`config.mk`:
```
export PLATFORM = sky130hd
export DESIGN_NAME = issue_queue
export DESIGN_NICKNAME = d
export VERILOG_FILES = /design/src/rtl/issue_queue_pkg.sv /design/src/rtl/issue_queue_inst_decode.sv /design/src/rtl/issue_queue.sv
export SDC_FILE = /design/constraint.sdc
export NUM_CORES = 1
export LEC_CHECK = 0
export CAP_MARGIN = 20
export CORE_MARGIN = 2
export CORE_UTILIZATION = 35
export CTS_CLUSTER_SIZE = 28
export DETAILED_ROUTE_END_ITERATION = 10
export HOLD_SLACK_MARGIN = 0.02
export SKIP_CTS_REPAIR_TIMING = 1
export SYNTH_ARGS = -nofsm -noshare
export SYNTH_HDL_FRONTEND = slang
export SYNTH_SLANG_ARGS = --single-unit
```
`constraint.sdc`:
```
create_clock -name clk -period 4.48 [get_ports clk]
set_input_delay 0.896 -clock clk [delete_from_list [all_inputs] [get_ports clk]]
set_output_delay 0.896 -clock clk [all_outputs]
set_load 0.02 [all_outputs]
```
`src/rtl/issue_queue_pkg.sv`:
```
// Shared definitions for the issue queue: RV32 opcodes, micro-op encodings
// and the decoded-instruction record produced by the head decoder.
package issue_queue_pkg;

   localparam logic [6:0] OPC_LUI    = 7'b0110111;
   localparam logic [6:0] OPC_AUIPC  = 7'b0010111;
   localparam logic [6:0] OPC_JAL    = 7'b1101111;
   localparam logic [6:0] OPC_JALR   = 7'b1100111;
   localparam logic [6:0] OPC_BRANCH = 7'b1100011;
   localparam logic [6:0] OPC_LOAD   = 7'b0000011;
   localparam logic [6:0] OPC_STORE  = 7'b0100011;
   localparam logic [6:0] OPC_OP_IMM = 7'b0010011;
   localparam logic [6:0] OPC_OP     = 7'b0110011;

   typedef enum logic [2:0] {
      ALU_PASS   = 3'd0,
      ALU_LINK   = 3'd1,
      ALU_OP_IMM = 3'd5,
      ALU_REG    = 3'd6
   } alu_op_e;

   typedef enum logic [1:0] {
      ADDR_NONE   = 2'd0,
      ADDR_PC_IMM = 2'd1,
      ADDR_MEM    = 2'd2,
      ADDR_JALR   = 2'd3
   } addr_alu_op_e;

   typedef enum logic [1:0] {
      WB_NONE = 2'd0,
      WB_ALU  = 2'd1,
      WB_ADDR = 2'd2
   } wb_op_e;

   typedef enum logic [1:0] {
      JMP_NONE   = 2'd0,
      JMP_UNCOND = 2'd1,
      JMP_BRANCH = 2'd2
   } jmp_op_e;

   typedef enum logic [1:0] {
      MEM_NONE  = 2'd0,
      MEM_LOAD  = 2'd1,
      MEM_STORE = 2'd2
   } mem_op_e;

   typedef struct packed {
      logic [4:0]   rd;
      logic [4:0]   rs1;
      logic [4:0]   rs2;
      logic [2:0]   funct3;
      alu_op_e      alu_op;
      addr_alu_op_e addr_alu_op;
      wb_op_e       wb_op;
      jmp_op_e      jmp_op;
      mem_op_e      mem_op;
      logic         use_rs1;
      logic         use_rs2;
      logic         fault;
   } decoded_t;

endpackage

```
`src/rtl/issue_queue_inst_decode.sv`:
```
// Purely combinational decode of one RV32 instruction into micro-op fields,
// source-register usage flags and a sign-extended immediate.
module issue_queue_inst_decode
   import issue_queue_pkg::*;
#(
   parameter int XLEN = 32
) (
   input  logic [31:0]     inst,
   output decoded_t        dec,
   output logic [XLEN-1:0] imm
);

   logic [31:0] imm_i, imm_s, imm_b, imm_u, imm_j, imm_raw;

   assign imm_i = {{20{inst[31]}}, inst[31:20]};
   assign imm_s = {{20{inst[31]}}, inst[31:25], inst[11:7]};
   assign imm_b = {{19{inst[31]}}, inst[31], inst[7], inst[30:25], inst[11:8], 1'b0};
   assign imm_u = {inst[31:12], 12'b0};
   assign imm_j = {{11{inst[31]}}, inst[31], inst[19:12], inst[20], inst[30:21], 1'b0};

   always_comb begin
      dec        = '0;
      dec.rd     = inst[11:7];
      dec.rs1    = inst[19:15];
      dec.rs2    = inst[24:20];
      dec.funct3 = inst[14:12];
      imm_raw    = '0;
      case (inst[6:0])
         OPC_LUI: begin
            dec.alu_op = ALU_PASS;
            dec.wb_op  = WB_ALU;
            imm_raw    = imm_u;
         end
         OPC_AUIPC: begin
            dec.addr_alu_op = ADDR_PC_IMM;
            dec.wb_op       = WB_ADDR;
            imm_raw         = imm_u;
         end
         OPC_JAL: begin
            dec.alu_op      = ALU_LINK;
            dec.addr_alu_op = ADDR_PC_IMM;
            dec.wb_op       = WB_ALU;
            dec.jmp_op      = JMP_UNCOND;
            imm_raw         = imm_j;
         end
         OPC_JALR: begin
            dec.alu_op      = ALU_LINK;
            dec.addr_alu_op = ADDR_JALR;
            dec.wb_op       = WB_ALU;
            dec.jmp_op      = JMP_UNCOND;
            dec.use_rs1     = 1'b1;
            imm_raw         = imm_i;
         end
         // Target from the address unit; the ALU compares rs1 against rs2.
         OPC_BRANCH: begin
            dec.alu_op      = ALU_REG;
            dec.addr_alu_op = ADDR_PC_IMM;
            dec.jmp_op      = JMP_BRANCH;
            dec.use_rs1     = 1'b1;
            dec.use_rs2     = 1'b1;
            imm_raw         = imm_b;
         end
         OPC_LOAD: begin
            dec.addr_alu_op = ADDR_MEM;
            dec.wb_op       = WB_ADDR;
            dec.mem_op      = MEM_LOAD;
            dec.use_rs1     = 1'b1;
            imm_raw         = imm_i;
         end
         OPC_STORE: begin
            dec.addr_alu_op = ADDR_MEM;
            dec.mem_op      = MEM_STORE;
            dec.use_rs1     = 1'b1;
            dec.use_rs2     = 1'b1;
            imm_raw         = imm_s;
         end
         OPC_OP_IMM: begin
            dec.alu_op  = ALU_OP_IMM;
            dec.wb_op   = WB_ALU;
            dec.use_rs1 = 1'b1;
            imm_raw     = imm_i;
         end
         OPC_OP: begin
            dec.alu_op  = ALU_REG;
            dec.wb_op   = WB_ALU;
            dec.use_rs1 = 1'b1;
            dec.use_rs2 = 1'b1;
         end
         default: dec.fault = 1'b1;
      endcase
   end

   assign imm = XLEN'($signed(imm_raw));

endmodule

```
`src/rtl/issue_queue.sv`:
```
// Buffered fetch/decode stage: FIFO of raw instructions, head decode,
// register scoreboard and jump hold, issuing over a valid/ready handshake.
module issue_queue
   import issue_queue_pkg::*;
#(
   parameter int XLEN  = 32,
   parameter int DEPTH = 4,
   parameter int NREG  = 32
) (
   input  logic                       clk,
   input  logic                       rst_n,
   input  logic [31:0]                in_inst,
   input  logic [XLEN-1:0]            in_pc,
   input  logic                       in_valid,
   output logic                       in_ready,
   output logic                       out_valid,
   input  logic                       out_ready,
   output logic [XLEN-1:0]            out_pc,
   output logic [4:0]                 rd,
   output logic [4:0]                 rs1,
   output logic [4:0]                 rs2,
   output logic [2:0]                 funct3,
   output logic [XLEN-1:0]            imm,
   output logic [2:0]                 alu_op,
   output logic [1:0]                 addr_alu_op,
   output logic [1:0]                 wb_op,
   output logic [1:0]                 jmp_op,
   output logic [1:0]                 mem_op,
   output logic                       fault,
   input  logic                       wb_valid,
   input  logic [4:0]                 wb_rd,
   input  logic                       jmp_resolve,
   input  logic                       flush,
   output logic [NREG-1:0]            busy_reg,
   output logic [$clog2(DEPTH+1)-1:0] count
);

   localparam int PTR_W = $clog2(DEPTH);
   localparam int CNT_W = $clog2(DEPTH+1);

   logic [31:0]      inst_mem [DEPTH];
   logic [XLEN-1:0]  pc_mem   [DEPTH];
   logic [PTR_W-1:0] wr_ptr_reg, rd_ptr_reg;
   logic [CNT_W-1:0] count_reg;
   logic [NREG-1:0]  busy_bits_reg, busy_next, eff_busy, wb_clr, busy_set;
   logic             jmp_pending_reg, jmp_pending_next;

   decoded_t dec;
   logic     empty, enq, issue, writes_rd, src_hazard, waw_hazard, hazard;

   assign empty    = (count_reg == '0);
   assign in_ready = (count_reg < CNT_W'(DEPTH)) && !flush;
   assign enq      = in_valid && in_ready;

   issue_queue_inst_decode #(.XLEN(XLEN)) u_inst_decode (
      .inst (inst_mem[rd_ptr_reg]),
      .dec  (dec),
      .imm  (imm)
   );

   assign writes_rd = (dec.wb_op != WB_NONE) && (dec.rd != 5'd0);

   // Writeback clears a bit in the same cycle it is seen, so it also unblocks the head now.
   generate
      for (genvar gi = 0; gi < NREG; gi++) begin : g_sb
         assign wb_clr[gi]   = wb_valid && (wb_rd == 5'(gi));
         assign busy_set[gi] = issue && writes_rd && (dec.rd == 5'(gi));
      end
   endgenerate

   assign eff_busy  = busy_bits_reg & ~wb_clr;
   assign busy_next = ((busy_bits_reg & ~wb_clr) | busy_set) & ~NREG'(1);

   assign src_hazard = (dec.use_rs1 && (dec.rs1 != 5'd0) && eff_busy[dec.rs1]) ||
                       (dec.use_rs2 && (dec.rs2 != 5'd0) && eff_busy[dec.rs2]);
   assign waw_hazard = writes_rd && eff_busy[dec.rd];
   assign hazard     = src_hazard || waw_hazard || jmp_pending_reg;

   assign out_valid = !empty && !hazard && !flush;
   assign issue     = out_valid && out_ready;

   // A jump issuing in the resolve cycle keeps the hold asserted.
   always_comb begin
      jmp_pending_next = jmp_pending_reg;
      if (flush || jmp_resolve) jmp_pending_next = 1'b0;
      if (issue && (dec.jmp_op != JMP_NONE)) jmp_pending_next = 1'b1;
   end

   always_ff @(posedge clk or negedge rst_n) begin
      if (!rst_n) begin
         wr_ptr_reg      <= '0;
         rd_ptr_reg      <= '0;
         count_reg       <= '0;
         busy_bits_reg   <= '0;
         jmp_pending_reg <= 1'b0;
      end else begin
         busy_bits_reg   <= busy_next;
         jmp_pending_reg <= jmp_pending_next;
         if (flush) begin
            wr_ptr_reg <= '0;
            rd_ptr_reg <= '0;
            count_reg  <= '0;
         end else begin
            if (enq)   wr_ptr_reg <= wr_ptr_reg + 1'b1;
            if (issue) rd_ptr_reg <= rd_ptr_reg + 1'b1;
            case ({enq, issue})
               2'b10:   count_reg <= count_reg + CNT_W'(1);
               2'b01:   count_reg <= count_reg - CNT_W'(1);
               default: count_reg <= count_reg;
            endcase
         end
      end
   end

   always_ff @(posedge clk) begin
      if (enq) begin
         inst_mem[wr_ptr_reg] <= in_inst;
         pc_mem[wr_ptr_reg]   <= in_pc;
      end
   end

   assign out_pc      = pc_mem[rd_ptr_reg];
   assign rd          = dec.rd;
   assign rs1         = dec.rs1;
   assign rs2         = dec.rs2;
   assign funct3      = dec.funct3;
   assign alu_op      = dec.alu_op;
   assign addr_alu_op = dec.addr_alu_op;
   assign wb_op       = dec.wb_op;
   assign jmp_op      = dec.jmp_op;
   assign mem_op      = dec.mem_op;
   assign fault       = dec.fault;
   assign busy_reg    = busy_bits_reg;
   assign count       = count_reg;

endmodule

```
# [Word-level counts from Yosys, hierarchy flattened]
# Memory sizes are Yosys's and may differ from the RTL's.
# Cells that the tools add are included.
[op_classes] bitwise=3 mux=25 n_lt_le_gt_ge=4 add_sub_neg=4 n_eq_ne=73 reduce_logical=107
[op_table] op="5-bit equality test (second input constant)" count=32
[op_table] op="32-bit case mux with 5 select lines" count=1
[op_table] op="5-bit by 4-bit equality test with 1-bit output (second input constant)" count=16
[op_table] op="1-bit logical AND" count=77
[op_table] op="5-bit by 3-bit equality test with 1-bit output (second input constant)" count=8
[op_table] op="32-bit bitwise AND" count=1
[op_table] op="32-bit NOT" count=1
[op_table] op="32-bit OR" count=1
[op_table] op="7-bit by 6-bit equality test with 1-bit output (second input constant)" count=3
[op_table] op="7-bit equality test (second input constant)" count=3
[op_table] op="5-bit by 2-bit equality test with 1-bit output (second input constant)" count=4
[op_table] op="5-bit by 6-bit less-than comparator with 1-bit output (second input constant)" count=3
[op_table] op="1-bit binary-select mux with 5-bit select" count=3
[op_table] op="5-bit nonzero test" count=3
[op_table] op="7-bit by 5-bit equality test with 1-bit output (second input constant)" count=2
[op_table] op="2-bit case mux with 2 select lines" count=3
[op_table] op="5-bit by 1-bit equality test with 1-bit output (second input constant)" count=2
[op_table] op="5-bit logical NOT" count=2
[op_table] op="1-bit 2-to-1 mux" count=10
[op_table] op="2-bit nonzero test" count=5
[op_table] op="2-bit OR reduction" count=5
[op_table] op="3-bit case mux with 3 select lines" count=1
[op_table] op="3-bit OR reduction" count=3
[op_table] op="9-bit OR reduction" count=1
[op_table] op="17 further kinds" count=26
[word_totals] in_bits=76 memories=2 ram_bits=256 regBits=39
[memory_table] name="inst_mem" words=4 word_bits=32 read_ports=1 rd_clocked_by_memory_dff=0 wr=1 line="issue_queue.sv:41" text="logic [31:0] inst_mem [DEPTH];"
[memory_table] name="pc_mem" words=4 word_bits=32 read_ports=1 rd_clocked_by_memory_dff=0 wr=1 line="issue_queue.sv:42" text="logic [XLEN-1:0] pc_mem [DEPTH];"

# [Depth between registers and ports, before layout]
[depth] ltp_word=17 ltp_mapped=20 mapped_depth_nobuf=16

# [Hierarchy]
# Synthesis repeated with hierarchy kept, for this count alone.
[unflattened] cells_unflattened=887 hier_area_um2=13516.7
[modules_own_cells] mod="issue_queue" seq_area_each_um2=8663.3 n_inst=1 cells_per_inst=760 area_per_inst_um2=12658.4
[modules_own_cells] mod="issue_queue_inst_decode" seq_area_each_um2=0.0 n_inst=1 cells_per_inst=127 area_per_inst_um2=858.3

# [Worst setup path after synthesis]
# OpenSTA, ideal clock, no wires.
[synth_path] kind="input to register" from="input wb_rd[1]" to="register count_reg[1], in the netlist count[1]" t_arrival_ns=4.177 cell_stages=16 path_buffers=2 path_slack_ns=0.173 path_cell_list="clkbuf_1 > or3b_2 > mux2_2 > and2_1 > a221oi_1 > nand3_1 > and3_1 > nor4_4 > nand3_4 > buf_6 > nor2_1 > fa_1 > nand2b_1 > nor2_1 > nand4_1 > nand4_1"
[synth_between] elab_chain_len=17 word_cells_on_any_way=87
[synth_lines] item="start: declaration" line="issue_queue.sv:31" text="input logic [4:0] wb_rd,"
[synth_lines] item="5-bit by 1-bit equality test with 1-bit output, or another cell as far along" line="issue_queue.sv:66" text="assign wb_clr[gi] = wb_valid && (wb_rd == 5'(gi));"
[synth_lines] item="1-bit logical AND" line="issue_queue.sv:66"
[synth_lines] item="32-bit NOT *" line="issue_queue.sv:71" text="assign eff_busy = busy_bits_reg & ~wb_clr;"
[synth_lines] item="32-bit bitwise AND *" line="issue_queue.sv:71"
[synth_lines] item="1-bit binary-select mux with 5-bit select (on tied branches)" line="issue_queue.sv:74, issue_queue.sv:75"
[synth_lines] item="1-bit 2-to-1 mux (on tied branches)" line="issue_queue.sv:74, issue_queue.sv:75"
[synth_lines] item="1-bit logical AND (on tied branches)" line="issue_queue.sv:74, issue_queue.sv:75"
[synth_lines] item="1-bit logical OR" line="issue_queue.sv:74" text="assign src_hazard = (dec.use_rs1 && (dec.rs1 != 5'd0) && eff_busy[dec.rs1]) ||"
[synth_lines] item="1-bit logical OR * (2 in a row)" line="issue_queue.sv:77" text="assign hazard = src_hazard || waw_hazard || jmp_pending_reg;"
[synth_lines] item="1-bit logical NOT *" line="issue_queue.sv:79" text="assign out_valid = !empty && !hazard && !flush;"
[synth_lines] item="1-bit logical AND * (2 in a row)" line="issue_queue.sv:79"
[synth_lines] item="1-bit logical AND *" line="issue_queue.sv:80" text="assign issue = out_valid && out_ready;"
[synth_lines] item="2-bit by 1-bit equality test with 1-bit output / 2-bit equality test (equally long branches)" line="issue_queue.sv:106" text="case ({enq, issue})"
[synth_lines] item="3-bit case mux with 2 select lines" line="issue_queue.sv:106"
[synth_lines] item="3-bit 2-to-1 mux" line="issue_queue.sv:99" text="if (flush) begin"
[synth_lines] item="end signal: assignment" line="issue_queue.sv:107" text="2'b10: count_reg <= count_reg + CNT_W'(1);"
[synth_lines] item="end signal: assignment" line="issue_queue.sv:108" text="2'b01: count_reg <= count_reg - CNT_W'(1);"
[synth_lines] item="end signal: assignment" line="issue_queue.sv:109" text="default: count_reg <= count_reg;"
[synth_lines] item="end: declaration" line="issue_queue.sv:44" text="logic [CNT_W-1:0] count_reg;"
# Mark *: on every way between the ends. The rest lies on a longest branch, timed or not. The select of a mux whose other input is x is not followed.
# A chain may end at the register's enable or synchronous reset.

# [Worst setup path after layout]
[layout_path] from="register rd_ptr_reg[0]" to="output out_valid"
[layout_between] elab_chain_len=12 word_cells_on_any_way=39
[layout_lines] item="start: declaration" line="issue_queue.sv:43" text="logic [PTR_W-1:0] wr_ptr_reg, rd_ptr_reg;"
[layout_lines] item="start signal: assignment" line="issue_queue.sv:105" text="if (issue) rd_ptr_reg <= rd_ptr_reg + 1'b1;"
[layout_lines] item="memory read 4 x 32 bit *"
[layout_lines] item="7-bit by 6-bit equality test with 1-bit output, or another cell as far along" line="issue_queue_inst_decode.sv:28" text="case (inst[6:0])"
[layout_lines] item="5-bit OR reduction (no line), or another cell as far along"
[layout_lines] item="2-bit case mux with 2 select lines / 1-bit 2-to-1 mux (equally long branches)" line="issue_queue_inst_decode.sv:28"
[layout_lines] item="2-bit nonzero test, or another cell as far along" line="issue_queue.sv:61" text="assign writes_rd = (dec.wb_op != WB_NONE) && (dec.rd != 5'd0);"
[layout_lines] item="1-bit logical AND (on tied branches)" line="issue_queue.sv:61, issue_queue.sv:74, issue_queue.sv:75"
[layout_lines] item="1-bit logical AND / 1-bit logical OR (equally long branches)" line="issue_queue.sv:76, issue_queue.sv:74"
[layout_lines] item="1-bit logical OR * (2 in a row)" line="issue_queue.sv:77"
[layout_lines] item="1-bit logical NOT *" line="issue_queue.sv:79"
[layout_lines] item="1-bit logical AND * (2 in a row)" line="issue_queue.sv:79"
[layout_lines] item="end: declaration" line="issue_queue.sv:16" text="output logic out_valid,"
# Marked as above.

==> flow_summary.toml <==
[run_status]
status = "complete, but fails checks"
violations = "negative setup slack"

[synthesis]
synth-adder-area-share_pct = 0.5132
async_reset_ff_share_pct = 13.22
synth_cells = 872
yosys.area.top_type = "edfxtp_1"
synth_commonest_cells = "edfxtp_1, mux4_2, nand2_1, o21ai_0, mux2i_1"
synth_mux_area_share_pct = 14.35
ys.flop_type = "edfxtp_1"
synth.net_count = 953
synth.top_cell.area_share_pct = 56.30
ys_warn_count = 0
ys_seq_elements = 295
synth-simple-area-share_pct = 8.477
ys_types = 74
synthXorXnorAreaFrac_pct = 0.6965
synth_compound_area_share_pct = 9.732
yosysMostFrequentCell = "edfxtp_1"
avgSynthCellArea_um2 = 15.66
synth_area_leaders = "edfxtp_1, mux4_2, dfrtp_1"
synth_top_family_by_area = "multiplexers"
seq_area_frac_synth_pct = 63.45
netlist_area_um2 = 13650
synth_edf_count = 256

[min_path]
hold_path_class = "input port to async pin"

[routing]
routed_wl_um = 40790
first_iter_violations = 644
route.detailed.drc = 0
vias = 9236
viasPerCell = 5.290
wire_per_inst_um = 23.36
dr.pass1.iters = 5
antenna_left = 0

[run]
maxCapViolations = 0

[final_layout]
area_growth_pct = 34.81
drive_above_1_share_pct = 29.07
layout.nets = 1284
fillers = 3443
diodes = 0

[sta]
setup_viol = 1
rsz0062_at_grt = "true"
fmax_mhz = 213.4
skew_ps = 10.58
fin_ws_ps = -205.4
worstMarginPinSlew_ps = 958.3
period_share_pct = 104.6
tns_ps = -205.4
maxSlewViolCount = 0
fin_crit_ps = 4685
slew-limit-headroom_pct = 36.12
finalHoldViolCount = 0

[worst_setup_path]
critPathArrivalTime_ps = 3790
crit_path_max_fanout = 11
path_class = "flip-flop to output port"
cp_data_required_time_ps = 3580
worstSetupStartpointType = "flip-flop"
crit_path_end_kind = "output port"

[grt]
antenna_found_initial = 4
grt_max_degree = 49
grt_first_pass_wirelength_um = 60890
overflow = 0
grt_pass1_vias = 9664
track_usage_pct = 19.93

[clocking]
cts_max_level = 1
path_clk_slew_ps = 60
clk_latency_ps = 590
tritoncts = "yes"
clock_path_buffers = 3
cts.sinks = 295
cts-root-buf = "clkbuf_16"
cts_inserted_buffers = 31

[floorplan]
die_w_um = 201.5
coreArea_um2 = 38560
die_h_um = 201.5
die_area_um2 = 40600
ioPinCount = 207
start_util_pct = 35.41
num_rows = 72

[place]
dpl.hpwl_um = 29600
port-buffer-count = 205
gp_congestion = 0.9049

[power]
power_mw = 9.311
p_per_area_nw_per_um2 = 505.9
ir_drop_v = 0.0004050
total_leakage_power_nw = 6.779
## routing by layer
metal / up-vias / global-route usage (%) / wire [um]
met5: - / 0 / 44
li1: 4191 / - / -
met2: 297 / 32.62 / 19390
met4: 6 / 5.646 / 1016
met3: 69 / 6.835 / 3374
met1: 4673 / 25.17 / 16970
## report_power, final
part | total [mW] | internal, mW | switching (mW)
logic | 3.24 | 1.47 | 1.78
clock network | 2.81 | 1.73 | 1.09
registers | 3.25 | 3.17 | 0.0836
total | 9.31 | 6.36 | 2.95
## critical path: stages (launching register included)
cell and delay [ps]:
dfrtp_4 470, buf_12 160, buf_4 150, mux4_2 630, nor2_2 160, o31ai_1 80, a22oi_1 240, a2111oi_1 90
a2111o_1 440, or4_4 450, nor2_2 150, buf_4 150
## cells by family (layout without fill, tap and decap cells)
family,after synthesis,count (layout)
fa+ha+maj,5,5
xor+xnor,7,7
compound gates,160,160
other cells,1,1
mux,117,117
flops,295,295
buf+inv,73,429
simple gates,214,214
## metrics by stage
step / setup slack, ps / cells / instance area [um2] / hold slack [ps] / util, %
4_1_cts: -873.7 / 1741 / 18370 / 458.4 / 47.64
6_report: -205.4 / 1746 / 18410 / 458.8 / 47.73
5_1_grt: -365.3 / 1746 / 18410 / 500.9 / 47.73
2_1_floorplan: 172.5 / 872 / 13650 / 515.6 / -
3_5_place_dp: -854.3 / 1683 / 17260 / 569.3 / 44.75
3_3_place_gp: -856.1 / 1683 / 17260 / 564.3 / 44.75
## cell usage in the layout (no fill, tap or decap), types with 21 or more instances in the layout
master | Yosys | routed
buf_4 | 4 | 147
clkbuf_16 | 0 | 31
clkbuf_2 | 0 | 21
clkdlybuf4s50_1 | 0 | 163
dfrtp_1 | 39 | 37
edfxtp_1 | 256 | 256
mux2i_1 | 45 | 44
mux4_2 | 62 | 62
nand2_1 | 59 | 59
nor2_1 | 38 | 35
o21ai_0 | 50 | 47
o41ai_2 | 26 | 26
## cell type report
cell class / count / area [um2] / area share (%)
flip-flops and latches: 295 / 8671 / 47.11
repair buffers: 357 / 3197 / 17.37
multi-input cells: 504 / 4720 / 25.64
clock inverters: 23 / 324.1 / 1.761
inverters: 14 / 55.05 / 0.2991
well taps: 518 / 648.1 / 3.521
clock buffers: 35 / 790.8 / 4.296
## final timing paths
path	to	slack, ps	depth (start not counted)	from
worst max-delay path	out_valid	-210	11	rd_ptr_reg[0]$_DFFE_PN0P_
min in group clk	jmp_pending_reg$_DFFE_PN0P_	580	2	jmp_pending_reg$_DFFE_PN0P_
worst min-delay path	busy_reg[19]$_DFF_PN0_	460	1	rst_n
worst max register to register	count[2]$_DFFE_PN0P_	240	14	rd_ptr_reg[0]$_DFFE_PN0P_
max in group asynchronous	rd_ptr_reg[1]$_DFFE_PN0P_	3320	1	rst_n
worst min register to register	jmp_pending_reg$_DFFE_PN0P_	580	2	jmp_pending_reg$_DFFE_PN0P_
No activity file was read; power rests on OpenSTA's default activity.
